[config.mk]
export PLATFORM = sky130hd
export DESIGN_NAME = execute_stage_flat
export DESIGN_NICKNAME = d
export VERILOG_FILES = /design/src/rtl/y86_pkg.sv /design/src/rtl/execute_stage_if.sv /design/src/rtl/y86_alu.sv /design/src/rtl/execute_stage.sv /design/src/flat_wrapper.sv
export SDC_FILE = /design/constraint.sdc
export NUM_CORES = 1
export LEC_CHECK = 0
export ABC_AREA = 1
export BUFFER_PORTS_ARGS = -buffer_cell sky130_fd_sc_hd__buf_4
export CAP_MARGIN = 20
export CELL_PAD_IN_SITES_DETAIL_PLACEMENT = 1
export CELL_PAD_IN_SITES_GLOBAL_PLACEMENT = 2
export CORE_UTILIZATION = 29
export CTS_BUF_LIST = sky130_fd_sc_hd__clkbuf_8 sky130_fd_sc_hd__clkbuf_16
export DETAILED_ROUTE_END_ITERATION = 10
export PLACE_DENSITY_LB_ADDON = 0.3
export SYNTH_ARGS = -nofsm -noshare
export SYNTH_HDL_FRONTEND = slang
export SYNTH_SLANG_ARGS = --single-unit
[constraint.sdc]
create_clock -name clk -period 5.96 [get_ports clk]
set_clock_uncertainty 0.05 [all_clocks]
set_input_delay 0.596 -clock clk [delete_from_list [all_inputs] [get_ports clk]]
set_output_delay 0.596 -clock clk [all_outputs]
set_load 0.02 [all_outputs]
[src/rtl/y86_pkg.sv]
// ============================================================================
// Module      : y86_pkg
// Description : Shared Y86-64 encodings: icodes, ALU/condition ifuns, status.
// Revision    : 1.0 - initial release
// ============================================================================
`default_nettype none

package y86_pkg;

    localparam logic [3:0] ICODE_HALT   = 4'h0;
    localparam logic [3:0] ICODE_NOP    = 4'h1;
    localparam logic [3:0] ICODE_CMOVXX = 4'h2;
    localparam logic [3:0] ICODE_IRMOVQ = 4'h3;
    localparam logic [3:0] ICODE_RMMOVQ = 4'h4;
    localparam logic [3:0] ICODE_MRMOVQ = 4'h5;
    localparam logic [3:0] ICODE_OPQ    = 4'h6;
    localparam logic [3:0] ICODE_JXX    = 4'h7;
    localparam logic [3:0] ICODE_CALL   = 4'h8;
    localparam logic [3:0] ICODE_RET    = 4'h9;
    localparam logic [3:0] ICODE_PUSHQ  = 4'hA;
    localparam logic [3:0] ICODE_POPQ   = 4'hB;

    localparam logic [3:0] ALU_ADD = 4'h0;
    localparam logic [3:0] ALU_SUB = 4'h1;
    localparam logic [3:0] ALU_AND = 4'h2;
    localparam logic [3:0] ALU_XOR = 4'h3;

    localparam logic [3:0] C_YES = 4'h0;
    localparam logic [3:0] C_LE  = 4'h1;
    localparam logic [3:0] C_L   = 4'h2;
    localparam logic [3:0] C_E   = 4'h3;
    localparam logic [3:0] C_NE  = 4'h4;
    localparam logic [3:0] C_GE  = 4'h5;
    localparam logic [3:0] C_G   = 4'h6;

    localparam logic [3:0] STAT_AOK = 4'b1000;
    localparam logic [3:0] STAT_HLT = 4'b0100;
    localparam logic [3:0] STAT_ADR = 4'b0010;
    localparam logic [3:0] STAT_INS = 4'b0001;

    localparam logic [3:0] RNONE = 4'hF;

    // CC reset value {OF,SF,ZF}
    localparam logic [2:0] CC_RESET = 3'b001;

endpackage

`default_nettype wire

[src/rtl/execute_stage_if.sv]
// ============================================================================
// Module      : execute_stage_if
// Description : E-stage inputs, combinational e_* outputs and E->M register.
// Revision    : 1.0 - initial release
// ============================================================================
`default_nettype none

interface execute_stage_if;

    logic [3:0]         E_stat;
    logic [3:0]         E_icode;
    logic [3:0]         E_ifun;
    logic signed [63:0] E_valA;
    logic signed [63:0] E_valB;
    logic signed [63:0] E_valC;
    logic [3:0]         E_destE;
    logic [3:0]         E_destM;
    logic               setcc;

    logic signed [63:0] e_valE;
    logic [3:0]         e_destE;
    logic               e_Cnd;

    logic [3:0]         M_stat;
    logic [3:0]         M_icode;
    logic               M_Cnd;
    logic signed [63:0] M_valE;
    logic signed [63:0] M_valA;
    logic [3:0]         M_destE;
    logic [3:0]         M_destM;
    logic [2:0]         cc_in;

    modport master (
        output E_stat, E_icode, E_ifun, E_valA, E_valB, E_valC,
               E_destE, E_destM, setcc,
        input  e_valE, e_destE, e_Cnd,
               M_stat, M_icode, M_Cnd, M_valE, M_valA, M_destE, M_destM, cc_in
    );

    modport slave (
        input  E_stat, E_icode, E_ifun, E_valA, E_valB, E_valC,
               E_destE, E_destM, setcc,
        output e_valE, e_destE, e_Cnd,
               M_stat, M_icode, M_Cnd, M_valE, M_valA, M_destE, M_destM, cc_in
    );

endinterface

`default_nettype wire

[src/rtl/y86_alu.sv]
// ============================================================================
// Module      : y86_alu
// Description : 64-bit Y86 ALU computing b op a plus candidate {OF,SF,ZF}.
// Revision    : 1.0 - initial release
// ============================================================================
`default_nettype none

module y86_alu
    import y86_pkg::*;
(
    input  wire logic [63:0] a,
    input  wire logic [63:0] b,
    input  wire logic [3:0]  ifun,
    output logic      [63:0] result,
    output logic      [2:0]  flags
);

    logic [63:0] sum;
    logic [63:0] diff;
    logic        of;

    assign sum  = b + a;
    assign diff = b - a;

    always_comb begin
        result = 64'd0;
        of     = 1'b0;
        case (ifun)
            ALU_ADD: begin
                result = sum;
                of     = (a[63] == b[63]) && (sum[63] != a[63]);
            end
            ALU_SUB: begin
                result = diff;
                of     = (a[63] != b[63]) && (diff[63] != b[63]);
            end
            ALU_AND: result = b & a;
            ALU_XOR: result = b ^ a;
            default: result = 64'd0;
        endcase
    end

    assign flags = {of, result[63], (result == 64'd0)};

endmodule

`default_nettype wire

[src/rtl/execute_stage.sv]
// ============================================================================
// Module      : execute_stage
// Description : Y86-64 execute stage: operand mux, ALU, CC, condition, E->M reg.
//               Optional per-cycle trace when EXECUTE_TRACE_EN is defined.
// Revision    : 1.0 - initial release
// ============================================================================
`default_nettype none

module execute_stage
    import y86_pkg::*;
(
    input  wire logic     clk,
    input  wire logic     rst,
    execute_stage_if.slave ex
);

    logic [63:0] alu_a;
    logic [63:0] alu_b;
    logic [3:0]  alu_fun;
    logic [63:0] alu_result;
    logic [2:0]  alu_flags;
    logic [2:0]  cc;
    logic        cond;
    logic        of_x_sf;

    // Every non-OPq icode is expressed as an add/sub of a selected operand pair
    always_comb begin
        alu_a   = 64'd0;
        alu_b   = 64'd0;
        alu_fun = ALU_ADD;
        case (ex.E_icode)
            ICODE_CMOVXX: alu_a = ex.E_valA;
            ICODE_IRMOVQ: alu_a = ex.E_valC;
            ICODE_RMMOVQ, ICODE_MRMOVQ: begin
                alu_a = ex.E_valC;
                alu_b = ex.E_valB;
            end
            ICODE_OPQ: begin
                alu_a   = ex.E_valA;
                alu_b   = ex.E_valB;
                alu_fun = ex.E_ifun;
            end
            ICODE_CALL, ICODE_PUSHQ: begin
                alu_a   = 64'd8;
                alu_b   = ex.E_valB;
                alu_fun = ALU_SUB;
            end
            ICODE_RET, ICODE_POPQ: begin
                alu_a = 64'd8;
                alu_b = ex.E_valB;
            end
            default: ;
        endcase
    end

    y86_alu u_alu (
        .a      (alu_a),
        .b      (alu_b),
        .ifun   (alu_fun),
        .result (alu_result),
        .flags  (alu_flags)
    );

    always_ff @(posedge clk) begin
        if (rst) begin
            cc <= CC_RESET;
        end else if (ex.setcc && (ex.E_icode == ICODE_OPQ)) begin
            cc <= alu_flags;
        end
    end

    assign of_x_sf = cc[2] ^ cc[1];

    always_comb begin
        cond = 1'b0;
        case (ex.E_ifun)
            C_YES:   cond = 1'b1;
            C_LE:    cond = of_x_sf | cc[0];
            C_L:     cond = of_x_sf;
            C_E:     cond = cc[0];
            C_NE:    cond = ~cc[0];
            C_GE:    cond = ~of_x_sf;
            C_G:     cond = ~of_x_sf & ~cc[0];
            default: cond = 1'b0;
        endcase
    end

    assign ex.e_valE  = alu_result;
    assign ex.e_Cnd   = ((ex.E_icode == ICODE_CMOVXX) || (ex.E_icode == ICODE_JXX)) ? cond : 1'b0;
    assign ex.e_destE = ((ex.E_icode == ICODE_CMOVXX) && !ex.e_Cnd) ? RNONE : ex.E_destE;
    assign ex.cc_in   = cc;

    always_ff @(posedge clk) begin
        if (rst) begin
            ex.M_stat  <= STAT_AOK;
            ex.M_icode <= ICODE_NOP;
            ex.M_Cnd   <= 1'b0;
            ex.M_valE  <= 64'sd0;
            ex.M_valA  <= 64'sd0;
            ex.M_destE <= RNONE;
            ex.M_destM <= RNONE;
        end else begin
            ex.M_stat  <= ex.E_stat;
            ex.M_icode <= ex.E_icode;
            ex.M_Cnd   <= ex.e_Cnd;
            ex.M_valE  <= ex.e_valE;
            ex.M_valA  <= ex.E_valA;
            ex.M_destE <= ex.e_destE;
            ex.M_destM <= ex.E_destM;
        end
    end

`ifdef EXECUTE_TRACE_EN
    always @(posedge clk) begin
        $display("EX icode=%h ifun=%h valE=%h Cnd=%b destE=%h CC=%b",
                 ex.E_icode, ex.E_ifun, ex.e_valE, ex.e_Cnd, ex.e_destE, cc);
    end
`endif

endmodule

`default_nettype wire

[src/flat_wrapper.sv]
// flat-port wrapper written by rule: the top's interface ports become plain ports
module execute_stage_flat import y86_pkg::*;
  (clk, rst, ex_E_stat, ex_E_icode, ex_E_ifun, ex_E_valA, ex_E_valB, ex_E_valC, ex_E_destE, ex_E_destM, ex_setcc, ex_e_valE, ex_e_destE, ex_e_Cnd, ex_M_stat, ex_M_icode, ex_M_Cnd, ex_M_valE, ex_M_valA, ex_M_destE, ex_M_destM, ex_cc_in);
  execute_stage_if ex_i ();
  input  wire logic clk;
  input  wire logic rst;
  input wire logic [$bits(ex_i.E_stat)-1:0] ex_E_stat;
  input wire logic [$bits(ex_i.E_icode)-1:0] ex_E_icode;
  input wire logic [$bits(ex_i.E_ifun)-1:0] ex_E_ifun;
  input wire logic [$bits(ex_i.E_valA)-1:0] ex_E_valA;
  input wire logic [$bits(ex_i.E_valB)-1:0] ex_E_valB;
  input wire logic [$bits(ex_i.E_valC)-1:0] ex_E_valC;
  input wire logic [$bits(ex_i.E_destE)-1:0] ex_E_destE;
  input wire logic [$bits(ex_i.E_destM)-1:0] ex_E_destM;
  input wire logic [$bits(ex_i.setcc)-1:0] ex_setcc;
  output wire logic [$bits(ex_i.e_valE)-1:0] ex_e_valE;
  output wire logic [$bits(ex_i.e_destE)-1:0] ex_e_destE;
  output wire logic [$bits(ex_i.e_Cnd)-1:0] ex_e_Cnd;
  output wire logic [$bits(ex_i.M_stat)-1:0] ex_M_stat;
  output wire logic [$bits(ex_i.M_icode)-1:0] ex_M_icode;
  output wire logic [$bits(ex_i.M_Cnd)-1:0] ex_M_Cnd;
  output wire logic [$bits(ex_i.M_valE)-1:0] ex_M_valE;
  output wire logic [$bits(ex_i.M_valA)-1:0] ex_M_valA;
  output wire logic [$bits(ex_i.M_destE)-1:0] ex_M_destE;
  output wire logic [$bits(ex_i.M_destM)-1:0] ex_M_destM;
  output wire logic [$bits(ex_i.cc_in)-1:0] ex_cc_in;
  assign ex_i.E_stat = ex_E_stat;
  assign ex_i.E_icode = ex_E_icode;
  assign ex_i.E_ifun = ex_E_ifun;
  assign ex_i.E_valA = ex_E_valA;
  assign ex_i.E_valB = ex_E_valB;
  assign ex_i.E_valC = ex_E_valC;
  assign ex_i.E_destE = ex_E_destE;
  assign ex_i.E_destM = ex_E_destM;
  assign ex_i.setcc = ex_setcc;
  assign ex_e_valE = ex_i.e_valE;
  assign ex_e_destE = ex_i.e_destE;
  assign ex_e_Cnd = ex_i.e_Cnd;
  assign ex_M_stat = ex_i.M_stat;
  assign ex_M_icode = ex_i.M_icode;
  assign ex_M_Cnd = ex_i.M_Cnd;
  assign ex_M_valE = ex_i.M_valE;
  assign ex_M_valA = ex_i.M_valA;
  assign ex_M_destE = ex_i.M_destE;
  assign ex_M_destM = ex_i.M_destM;
  assign ex_cc_in = ex_i.cc_in;
  execute_stage u_core (.clk(clk), .rst(rst), .ex(ex_i));
endmodule
Yosys cells after proc, flatten, opt, wreduce, memory -nomap -nowiden:

Index checks and enable logic that the tools add are counted.

* $add $sub $neg: 2
* equal/unequal tests: 23
* multiplexer cells: 8
* bitwise logic cells: 7
* reductions and logical operators: 14

Operators by type and width (number)
* 64-bit case mux with 4 select lines: 1
* 64-bit case mux with 3 select lines: 1
* 64-bit adder: 1
* 64-bit AND: 1
* 64-bit logical NOT: 1
* 64-bit 2-to-1 mux: 1
* 64-bit subtractor: 1
* 64-bit XOR: 1
* 4-bit by 3-bit equality test with 1-bit output (second input constant): 7
* 4-bit by 2-bit equality test with 1-bit output (second input constant): 6
* 4-bit equality test (second input constant): 4
* 4-bit by 1-bit equality test with 1-bit output (second input constant): 2
* 4-bit logical NOT: 2
* 4-bit case mux with 2 select lines: 1
* 1-bit case mux with 7 select lines: 1
* 7-bit OR reduction: 1
* 1-bit logical AND: 4
* 4-bit 2-to-1 mux: 1
* 2-bit OR reduction: 2
* 4-bit OR reduction: 1
* 1-bit inequality test: 3
* 3-bit OR reduction: 1
* 1-bit inverter: 2
* 1-bit case mux with 2 select lines: 1
* other kinds (7): 7

* register bits: 148
* input bits: 215
* output and inout port bits: 217
* logic and storage cells: 62

Longest topological paths before layout:

Gate-level depths: netlist (run 1).

* word-level depth: 8
* gate-level depth with buffers: 29
* mapped depth without buffers: 28

Cells and area by module:

A second synthesis (run 1) with hierarchy kept.

* cell total of the unflattened synthesis: 3857
* area, all modules: 20085.5 um^2

Modules (own cells, without submodules)
* y86_alu: times used 1, cells an instance 3074, area an instance 14517.7 um^2, seq. area each 0.0 um^2
* execute_stage: times used 1, cells an instance 783, area an instance 5567.8 um^2, seq. area each 2962.8 um^2

Worst setup path before layout (run 1):

Ideal clock, no wire load.

* kind: input -> output
* start point: in ex_E_icode[2]
* end point: out ex_e_valE[55]
* arrival time: 3.365 ns
* required time: 5.314 ns
* setup slack: 1.949 ns
* cell stages on the path: 22
* path buffers: 3
* cells stage by stage: inv_2 > nor2_4 > a21oi_1 > clkbuf_1 > clkbuf_1 > nor2_1 > ha_1 > buf_2 > nor2_1 > inv_1 > nor2_1 > nand2_1 > nor2_1 > nand2_1 > nand3_1 > nand3_1 > nand2_1 > nand2_1 > nand3_1 > nand2_1 > nor2_1 > inv_1

* longest elaborated chain between the ends: 5
* elaborated cells on any way between the ends: 26
* those cells by class: 2 x add/sub; 12 x eq/ne; 4 x mux; 2 x bitwise; 6 x reduce/logical

Ends and longest elaborated chain
* from (decl): RTL line flat_wrapper.sv:8 `input wire logic [$bits(ex_i.E_icode)-1:0] ex_E_icode;`
* 4-bit equality test (tied with other cells): RTL line execute_stage.sv:31 `case (ex.E_icode)`
* 4-bit OR reduction (no source line) (tied with other cells)
* 64-bit case mux with 3 select lines (tied with other cells): RTL line execute_stage.sv:31
* 64-bit subtractor (tied with other cells): RTL line y86_alu.sv:23 `assign diff = b - a;`
* 64-bit case mux with 4 select lines *: RTL line y86_alu.sv:28 `case (ifun)`
* to (decl): RTL line flat_wrapper.sv:16 `output wire logic [$bits(ex_i.e_valE)-1:0] ex_e_valE;`

Mark *: on every way between the ends. The rest lies on a longest branch, timed or not.

Worst setup path after layout (run 1):

* start point: in ex_E_icode[0]
* end point: out ex_e_valE[47]

Same word-level chain as after synthesis.

==> results.md, run 1 <==
* Post-synth top area share at 22.9%
* Clock network fraction of design power at 24.8%
* RSZ-0062 raised after global routing: no
* Number of remaining DRC errors at 0
* R2R setup slack at 4.34 ns
* Hold crit path type: input port to flip-flop
* Buffers on Ports at 431
* LEAKAGE at 14.9 nW
* Number of global-route vias before repair at 24.9k
* Arr. time, crit path at 4.97 ns
* Dpl hpwl at 96,300 µm
* Worst-path clk slew at 0.08 ns
* Max Transition Viols Final at 0
* Fin util at 36.9%
* Starting Density at 29.4%
* Hold buffer count at cts at 0
* VDD IR-drop max at 0.196 mV
* #FFs+latches synth at 148
* Final hold vios at 0
* FF+latch area at 2960 µm²
* Num CTS Buffers at 17
* Syn Area/Cell at 5.10 µm²
* R2r endpoint: u_core.ex.M_destE[2]$_SDFF_PP1_
* TNS Setup at 0 ns
* CTS tree: yes
* Reg2Reg Depth at 7
* Crit path launch type: input port
* Crit path max fanout at 44
* H-tree levels at 4
* Worst Max-Slew Pin Slew at 0.875 ns
* Std cell rows at 94
* Power share of the combinational group at 53.7%
* Share of layout cells above drive strength 1 at 13.6%
* Fmax at 178 MHz
* Die area at 67,800 µm²
* Routability cong. at 0.996
* Wire length per cell at 21.8 µm
* CTS max path bufs at 2
* First-pass GRT wire length at 160,000 µm
* Area of the multi-input gates at 12,300 µm²
* DR pass1 iterations at 5
* Largest net degree at the start of global routing at 50
* Number of DRC markers in iteration 0 at 1,786
* Synth async-reset ratio at 0%
* Ant. Diodes at 0
* Final instance area at 24,300 µm²
* Design Power at 5.06 mW
* Headroom to the max-slew limit at 41.7%
* Placed Area at 23,700 µm²
* Final setup violation count at 0
* Switching Share at 49.1%
* Count of cell types in the netlist at 45
* Hold Path Stages at 2
* Internal cell power at 2.58 mW
* Critical path class: input port to output pin
* Post-route minimum period at 5.62 ns
* Fillcell total at 9,311
* Area leader, netlist: nand2_1
* NetSw at 2.48 mW
* Crit end category: output pin
* Post-Synthesis Cells at 3,798
* DIE WIDTH at 260 µm
* Worst path required time at 5.31 ns
* Pre-CTS setup slack at 0.282 ns
* R2R Path Start: u_core.ex.cc_in[1]$_SDFFE_PP0P_
* Die Ht at 260 µm
* Core area at 65,900 µm²
* # IOs at 432
* Post-synth EDFFs at 0
* Detailed Route WL at 111,000 µm
* Reg power frac at 21.5%
* Synth warnings at 0
* Area contributors post-synth: nand2_1, inv_1, dfxtp_1, nor2_1, ha_1
* Vias per inst at 4.94
* Fin crit share at 94.2%
* CTS Sinks at 148
* Primary FF master, synth: dfxtp_1
* Nets at 4,552
* Max-Cap Viols at 0
* Clock root cell: clkbuf_16
* Hold path start: ex_E_destM[0]
* Final worst slack at 0.344 ns
* Worst-Skew Late Latency at 0.49 ns
* Syn nets at 4,143
* Vias at 25.1k
* Remaining Overflow, GRT at 0
* Power per standard cell area at 208 nW/µm²
* Sequential area share after synthesis at 15.3%
* Outcome: completed
* Hold Path End: u_core.ex.M_destM[0]$_SDFF_PP1_
* Synth Cell Area at 19,400 µm²
* GRT Util Overall at 32.3%
* Post-CTS Setup Bufs at 0
* Final ANT Viol Nets at 0
* Syn-to-layout area delta at 25.6%
* Antenna violations before repair at 0
[flip-flops by register name (all words and copies together) (netlist names)]
register and flops:
u_core.ex.M_destM 4, u_core.ex.M_valA 64, u_core.ex.M_icode 4, u_core.ex.M_destE 4, u_core.ex.M_Cnd 1, u_core.ex.M_stat 4
u_core.ex.M_valE 64, u_core.ex.cc_in 3
[cells in the final DEF, fill, tap and decap left out, types with 36 or more instances in the layout]
| cell | instances |
|---|---|
| a21oi_1 | 127 |
| ha_1 | 128 |
| inv_1 | 959 |
| nor3_1 | 36 |
| nor2_1 | 483 |
| nand2_1 | 1179 |
| o22ai_1 | 92 |
| dfxtp_1 | 148 |
| buf_4 | 488 |
| nand3_1 | 319 |
| o21ai_0 | 66 |
[logic make-up (layout without fill, tap and decap cells)]
family / Yosys count / after routing / synth area share [%]
AOI/OAI and AO/OA: 333 / 333 / 9.84
xor gates and xnor gates: 4 / 4 / 0.181
adders and majority gates: 130 / 130 / 8.48
buffers and inverters: 1075 / 1497 / 21.4
DFF: 148 / 148 / 15.3
and+or+nand+nor: 2108 / 2108 / 44.8
[cells in the mapped netlist (34+ instances only)]
cell type	n
nand2_1	1180
inv_1	958
nor2_1	484
nand3_1	319
dfxtp_1	148
a21oi_1	128
ha_1	128
o22ai_1	92
o21ai_0	66
buf_2	51
nor3_1	37
nand4_1	34
[timing repair]
| item | CTS | global route |
|---|---|---|
| hold endpoints to repair | 0 | 0 |
| setup endpoints to repair | 0 | 4 |
| resized for setup | 0 | 3 |
[final cells by class]
class                      count  share of cell area (%)
inverter                     975                    15.1
sequential                   148                    12.2
clock inverter                14                   0.803
clock buffer                  18                    1.81
multi-input combinational   2575                    50.5
timing repair buffer         490                    15.2
tap                          864                    4.45
[power groups by stage]
stage / logic, mW / registers (mW) / clock network [mW]
2_1_floorplan: 1.39 / 1.21 / 0
3_3_place_gp: 2.66 / 1.11 / 0
3_5_place_dp: 2.67 / 1.11 / 0
4_1_cts: 2.68 / 1.09 / 1.29
5_1_grt: 2.93 / 1.10 / 1.31
6_report: 2.72 / 1.09 / 1.25
[through the flow]
step,hold slack [ns],std cells
after global routing,0.202,5084
after CTS,0.196,5084
after floorplan,0.593,3798
after global placement,0.481,5052
final,0.217,5084
after detailed placement,0.490,5052
[critical path, cell delays in order]
cell and delay [ns]:
buf_4 0.12, inv_1 0.09, nand2_1 0.10, nor2_1 0.22, inv_4 0.25, buf_4 0.27
o22ai_1 0.20, inv_1 0.07, ha_1 0.50, inv_1 0.22, nor2_2 0.21, nand2_1 0.09
nor2_1 0.29, inv_1 0.21, nor2_1 0.13, nand2_1 0.10, nand2_1 0.21, nand2_1 0.15
nand2_1 0.09, nand2_1 0.05, nand3_1 0.09, nand2_1 0.06, nor2_1 0.27, inv_1 0.10
buf_4 0.17
[how the worst max path moves through the flow]
stage,from,endpoint,slack [ns],depth (start not counted)
6_report,ex_E_icode[0],ex_e_valE[47],0.34,25
5_1_grt,ex_E_icode[0],ex_e_valE[47],0.07,25
4_1_cts,ex_E_icode[0],ex_e_valE[47],0.25,25
3_5_place_dp,ex_E_icode[0],ex_e_valE[47],0.28,25
3_3_place_gp,ex_E_icode[0],ex_e_valE[47],0.17,25
2_1_floorplan,ex_E_icode[2],ex_e_valE[55],1.95,22
[routing by layer]
layer,up-vias,routed length (µm),global-route usage (%)
li1,12200,-,-
met1,11900,49300,42.1
met2,920,49900,53.3
met3,143,7520,5.06
met4,0,4120,12.1
met5,-,0,0
(Power assumes the default switching activity.)
==> run 2: changes to the inputs <==
--- a/config.mk
+++ b/config.mk
@@ -12,8 +12,10 @@
 export CELL_PAD_IN_SITES_GLOBAL_PLACEMENT = 2
 export CORE_UTILIZATION = 29
 export CTS_BUF_LIST = sky130_fd_sc_hd__clkbuf_8 sky130_fd_sc_hd__clkbuf_16
+export CTS_CLUSTER_DIAMETER = 30
 export DETAILED_ROUTE_END_ITERATION = 10
-export PLACE_DENSITY_LB_ADDON = 0.3
+export PLACE_DENSITY = 0.88
+export REMOVE_ABC_BUFFERS = 1
 export SYNTH_ARGS = -nofsm -noshare
 export SYNTH_HDL_FRONTEND = slang
 export SYNTH_SLANG_ARGS = --single-unit
==> run 2 against run 1 <==
- non-clock buffer count decreased by 34
- die area unchanged
- critical path depth decreased by 4
- cell count decreased by 0.67%
- routed wire length decreased by 6.0%
- global-route usage decreased by 1.9 points
- combinational power decreased by 5%
- utilization decreased by 0.46 points
- power decreased by 5.2%
- worst setup slack got worse by 0.13 ns
- sequential power about the same
- first-iteration DRC count decreased by 5.2%
- critical endpoint is now ex_e_valE[58]
- largest power group unchanged
==> results.md, run 2 (synthesis gave the netlist of run 1 again) <==
* Remaining Overflow, GRT at 0 (unchanged)
* # IOs at 432 (unchanged)
* Resized cells post-CTS at 0 (unchanged)
* Max Transition Viols Final at 0 (unchanged)
* Starting Density at 29.4% (unchanged)
* Hold crit path type: input port to flip-flop (unchanged)
* Arr. time, crit path at 5.10 ns (was 4.97 ns)
* R2R setup slack at 4.41 ns (was 4.34 ns)
* CTS max path bufs at 2 (unchanged)
* Largest regs: u_core.ex.M_valA x64, u_core.ex.M_valE x64 (unchanged)
* Wire length per cell at 20.6 µm (was 21.8 µm)
* Nets at 4,518 (was 4,552)
* GRT Util Overall at 30.4% (was 32.3%)
* Cells after DPL at 5,018 (was 5,052)
* Post-route minimum period at 5.74 ns (was 5.62 ns)
* Die area at 67,800 µm² (unchanged)
* LEAKAGE at 14.7 nW (was 14.9 nW)
* Headroom to the max-slew limit at 42.2% (was 41.7%)
* CTS tree: yes (unchanged)
* Placed Area at 23,500 µm² (was 23,700 µm²)
* Fmax at 174 MHz (was 178 MHz)
* Largest net degree at the start of global routing at 49 (was 50)
* VDD IR-drop max at 0.180 mV (was 0.196 mV)
* Power per standard cell area at 200 nW/µm² (was 208 nW/µm²)
* Antenna violations before repair at 2 (was 0)
* Num CTS Buffers at 17 (unchanged)
* Fillcell total at 9,261 (was 9,311)
* Hold Path Stages at 2 (unchanged)
* Worst-path clk slew at 0.07 ns (was 0.08 ns)
* RSZ-0062 raised after global routing: no (unchanged)
* Die Ht at 260 µm (unchanged)
* Worst-Skew Late Latency at 0.52 ns (was 0.49 ns)
* Std cell rows at 94 (unchanged)
* DR pass1 iterations at 5 (unchanged)
* Reg2Reg Depth at 6 (was 7)
* Buffers on Ports at 431 (unchanged)
* Clock root cell: clkbuf_16 (unchanged)
* CTS Sinks at 148 (unchanged)
* Vias per inst at 4.92 (was 4.94)
* Share of layout cells above drive strength 1 at 12.9% (was 13.6%)
* Number of DRC markers in iteration 0 at 1,694 (was 1,786)
* Design Power at 4.79 mW (was 5.06 mW)
* Hold slack at 0.206 ns (was 0.217 ns)
* Critical path class: input port to output pin (unchanged)
* Hold Path End: u_core.ex.M_destM[2]$_SDFF_PP1_ (was u_core.ex.M_destM[0]$_SDFF_PP1_)
* Final instance area at 24,000 µm² (was 24,300 µm²)
* Final hold vios at 0 (unchanged)
* Most frequent cells in the layout: nand2_1, inv_1, nor2_1, buf_4, nand3_1 (was nand2_1, inv_1, buf_4, nor2_1, nand3_1)
* Worst path required time at 5.31 ns (about the same)
* Crit path max fanout at 27 (was 44)
* Worst Max-Slew Pin Slew at 0.866 ns (was 0.875 ns)
* Core area at 65,900 µm² (unchanged)
* Post-route insts no fill at 5,050 (was 5,084)
* Post-CTS Setup Bufs at 0 (unchanged)
* Final setup violation count at 0 (unchanged)
* R2R Path Start: u_core.ex.cc_in[0]$_SDFFE_PP1P_ (was u_core.ex.cc_in[1]$_SDFFE_PP0P_)
* Number of remaining DRC errors at 0 (unchanged)
* Detailed Route WL at 104,000 µm (was 111,000 µm)
* Routability cong. at 1.04 (was 0.996)
* Final ANT Viol Nets at 0 (unchanged)
* Vias at 24.9k (was 25.1k)
* Outcome: completed (unchanged)
* R2r endpoint: u_core.ex.M_destE[1]$_SDFF_PP1_ (was u_core.ex.M_destE[2]$_SDFF_PP1_)
* Hold path start: ex_E_destM[2] (was ex_E_destM[0])
* Dpl hpwl at 89,100 µm (was 96,300 µm)
* Crit path launch type: input port (unchanged)
* Hold buffer count at cts at 0 (unchanged)
* DIE WIDTH at 260 µm (unchanged)
* H-tree levels at 4 (unchanged)
* Fin crit share at 96.4% (was 94.2%)
* Syn-to-layout area delta at 24.1% (was 25.6%)
* Crit end category: output pin (unchanged)
* First-pass GRT wire length at 154,000 µm (was 160,000 µm)
* Commonest non-fill, non-tap cell in the layout: nand2_1 (unchanged)
* Max-Cap Viols at 0 (unchanged)
* Number of global-route vias before repair at 25.3k (was 24.9k)
## run 2: cell count changes in the layout (fill, tap and decap cells not counted)
cell	delta
clkinv_2	+2
buf_4	-37
inv_6	+4
nor2_2	-1
bufinv_16	-3
nor2_1	+1
clkinv_4	-2
diode_2	+1
inv_4	-1
clkinv_8	-1
buf_12	+3
inv_1	-1
inv_2	+1
## run 2: critical path, stage by stage
cell and delay, ns:
buf_4 0.12, inv_1 0.09, nand2_1 0.11, nor2_1 0.19, inv_2 0.17, buf_12 0.20
o22ai_1 0.24, inv_1 0.07, ha_1 0.52, inv_2 0.18, nor2_2 0.26, nand2_1 0.25
nor2_1 0.27, nand2_1 0.17, nor4_1 0.54, nand2_1 0.31, nand2_1 0.14, nand2_1 0.06
nand3_1 0.07, nand3_1 0.22, buf_4 0.24
## run 2: power by group
group	switching, mW	internal [mW]	total, mW
clock network	0.573	0.554	1.13
registers	0.0210	1.07	1.09
logic	1.79	0.792	2.58
total	2.38	2.41	4.79
## run 2: worst max-delay path by stage
| stage | cells after the start | from | to | slack [ns] |
|---|---|---|---|---|
| global route | 21 | ex_E_icode[0] | ex_e_valE[58] | 0.12 |
| CTS | 21 | ex_E_icode[0] | ex_e_valE[58] | 0.33 |
| finish | 21 | ex_E_icode[0] | ex_e_valE[58] | 0.22 |
| global placement | 25 | ex_E_icode[0] | u_core.ex.cc_in[0]$_SDFFE_PP1P_ | 0.36 |
| floorplan | 21 | ex_E_icode[0] | ex_e_valE[47] | -0.45 |
| detailed placement | 25 | ex_E_icode[0] | u_core.ex.cc_in[0]$_SDFFE_PP1P_ | 0.36 |
## run 2: layer usage
layer / up-vias / part of all wire (%) / GRT usage [%]
met5: - / 0 / 0
li1: 12100 / - / -
met4: 0 / 4.8 / 14.7
met1: 11600 / 41 / 36.4
met3: 203 / 6.1 / 4.61
met2: 875 / 48 / 52.8
## run 2: final cells by class
cell class,count,area [µm²],area share [%]
multi-input cells,2575,12300,51.1
inverters,975,3660,15.2
repair buffers,456,3490,14.5
flip-flops and latches,148,2960,12.3
well taps,864,1080,4.50
clock buffers,18,439,1.83
clock inverters,13,113,0.469
diodes,1,2.50,0.0104
## run 2: metrics by stage
step                setup slack (ns)  TNS [ns]  utilization [%]
finish                         0.215         0             36.5
global route                   0.120         0             36.5
CTS                            0.331         0             36.5
detailed placement             0.356         0             35.6
global placement               0.365         0             35.6
floorplan                     -0.453    -17.64                -
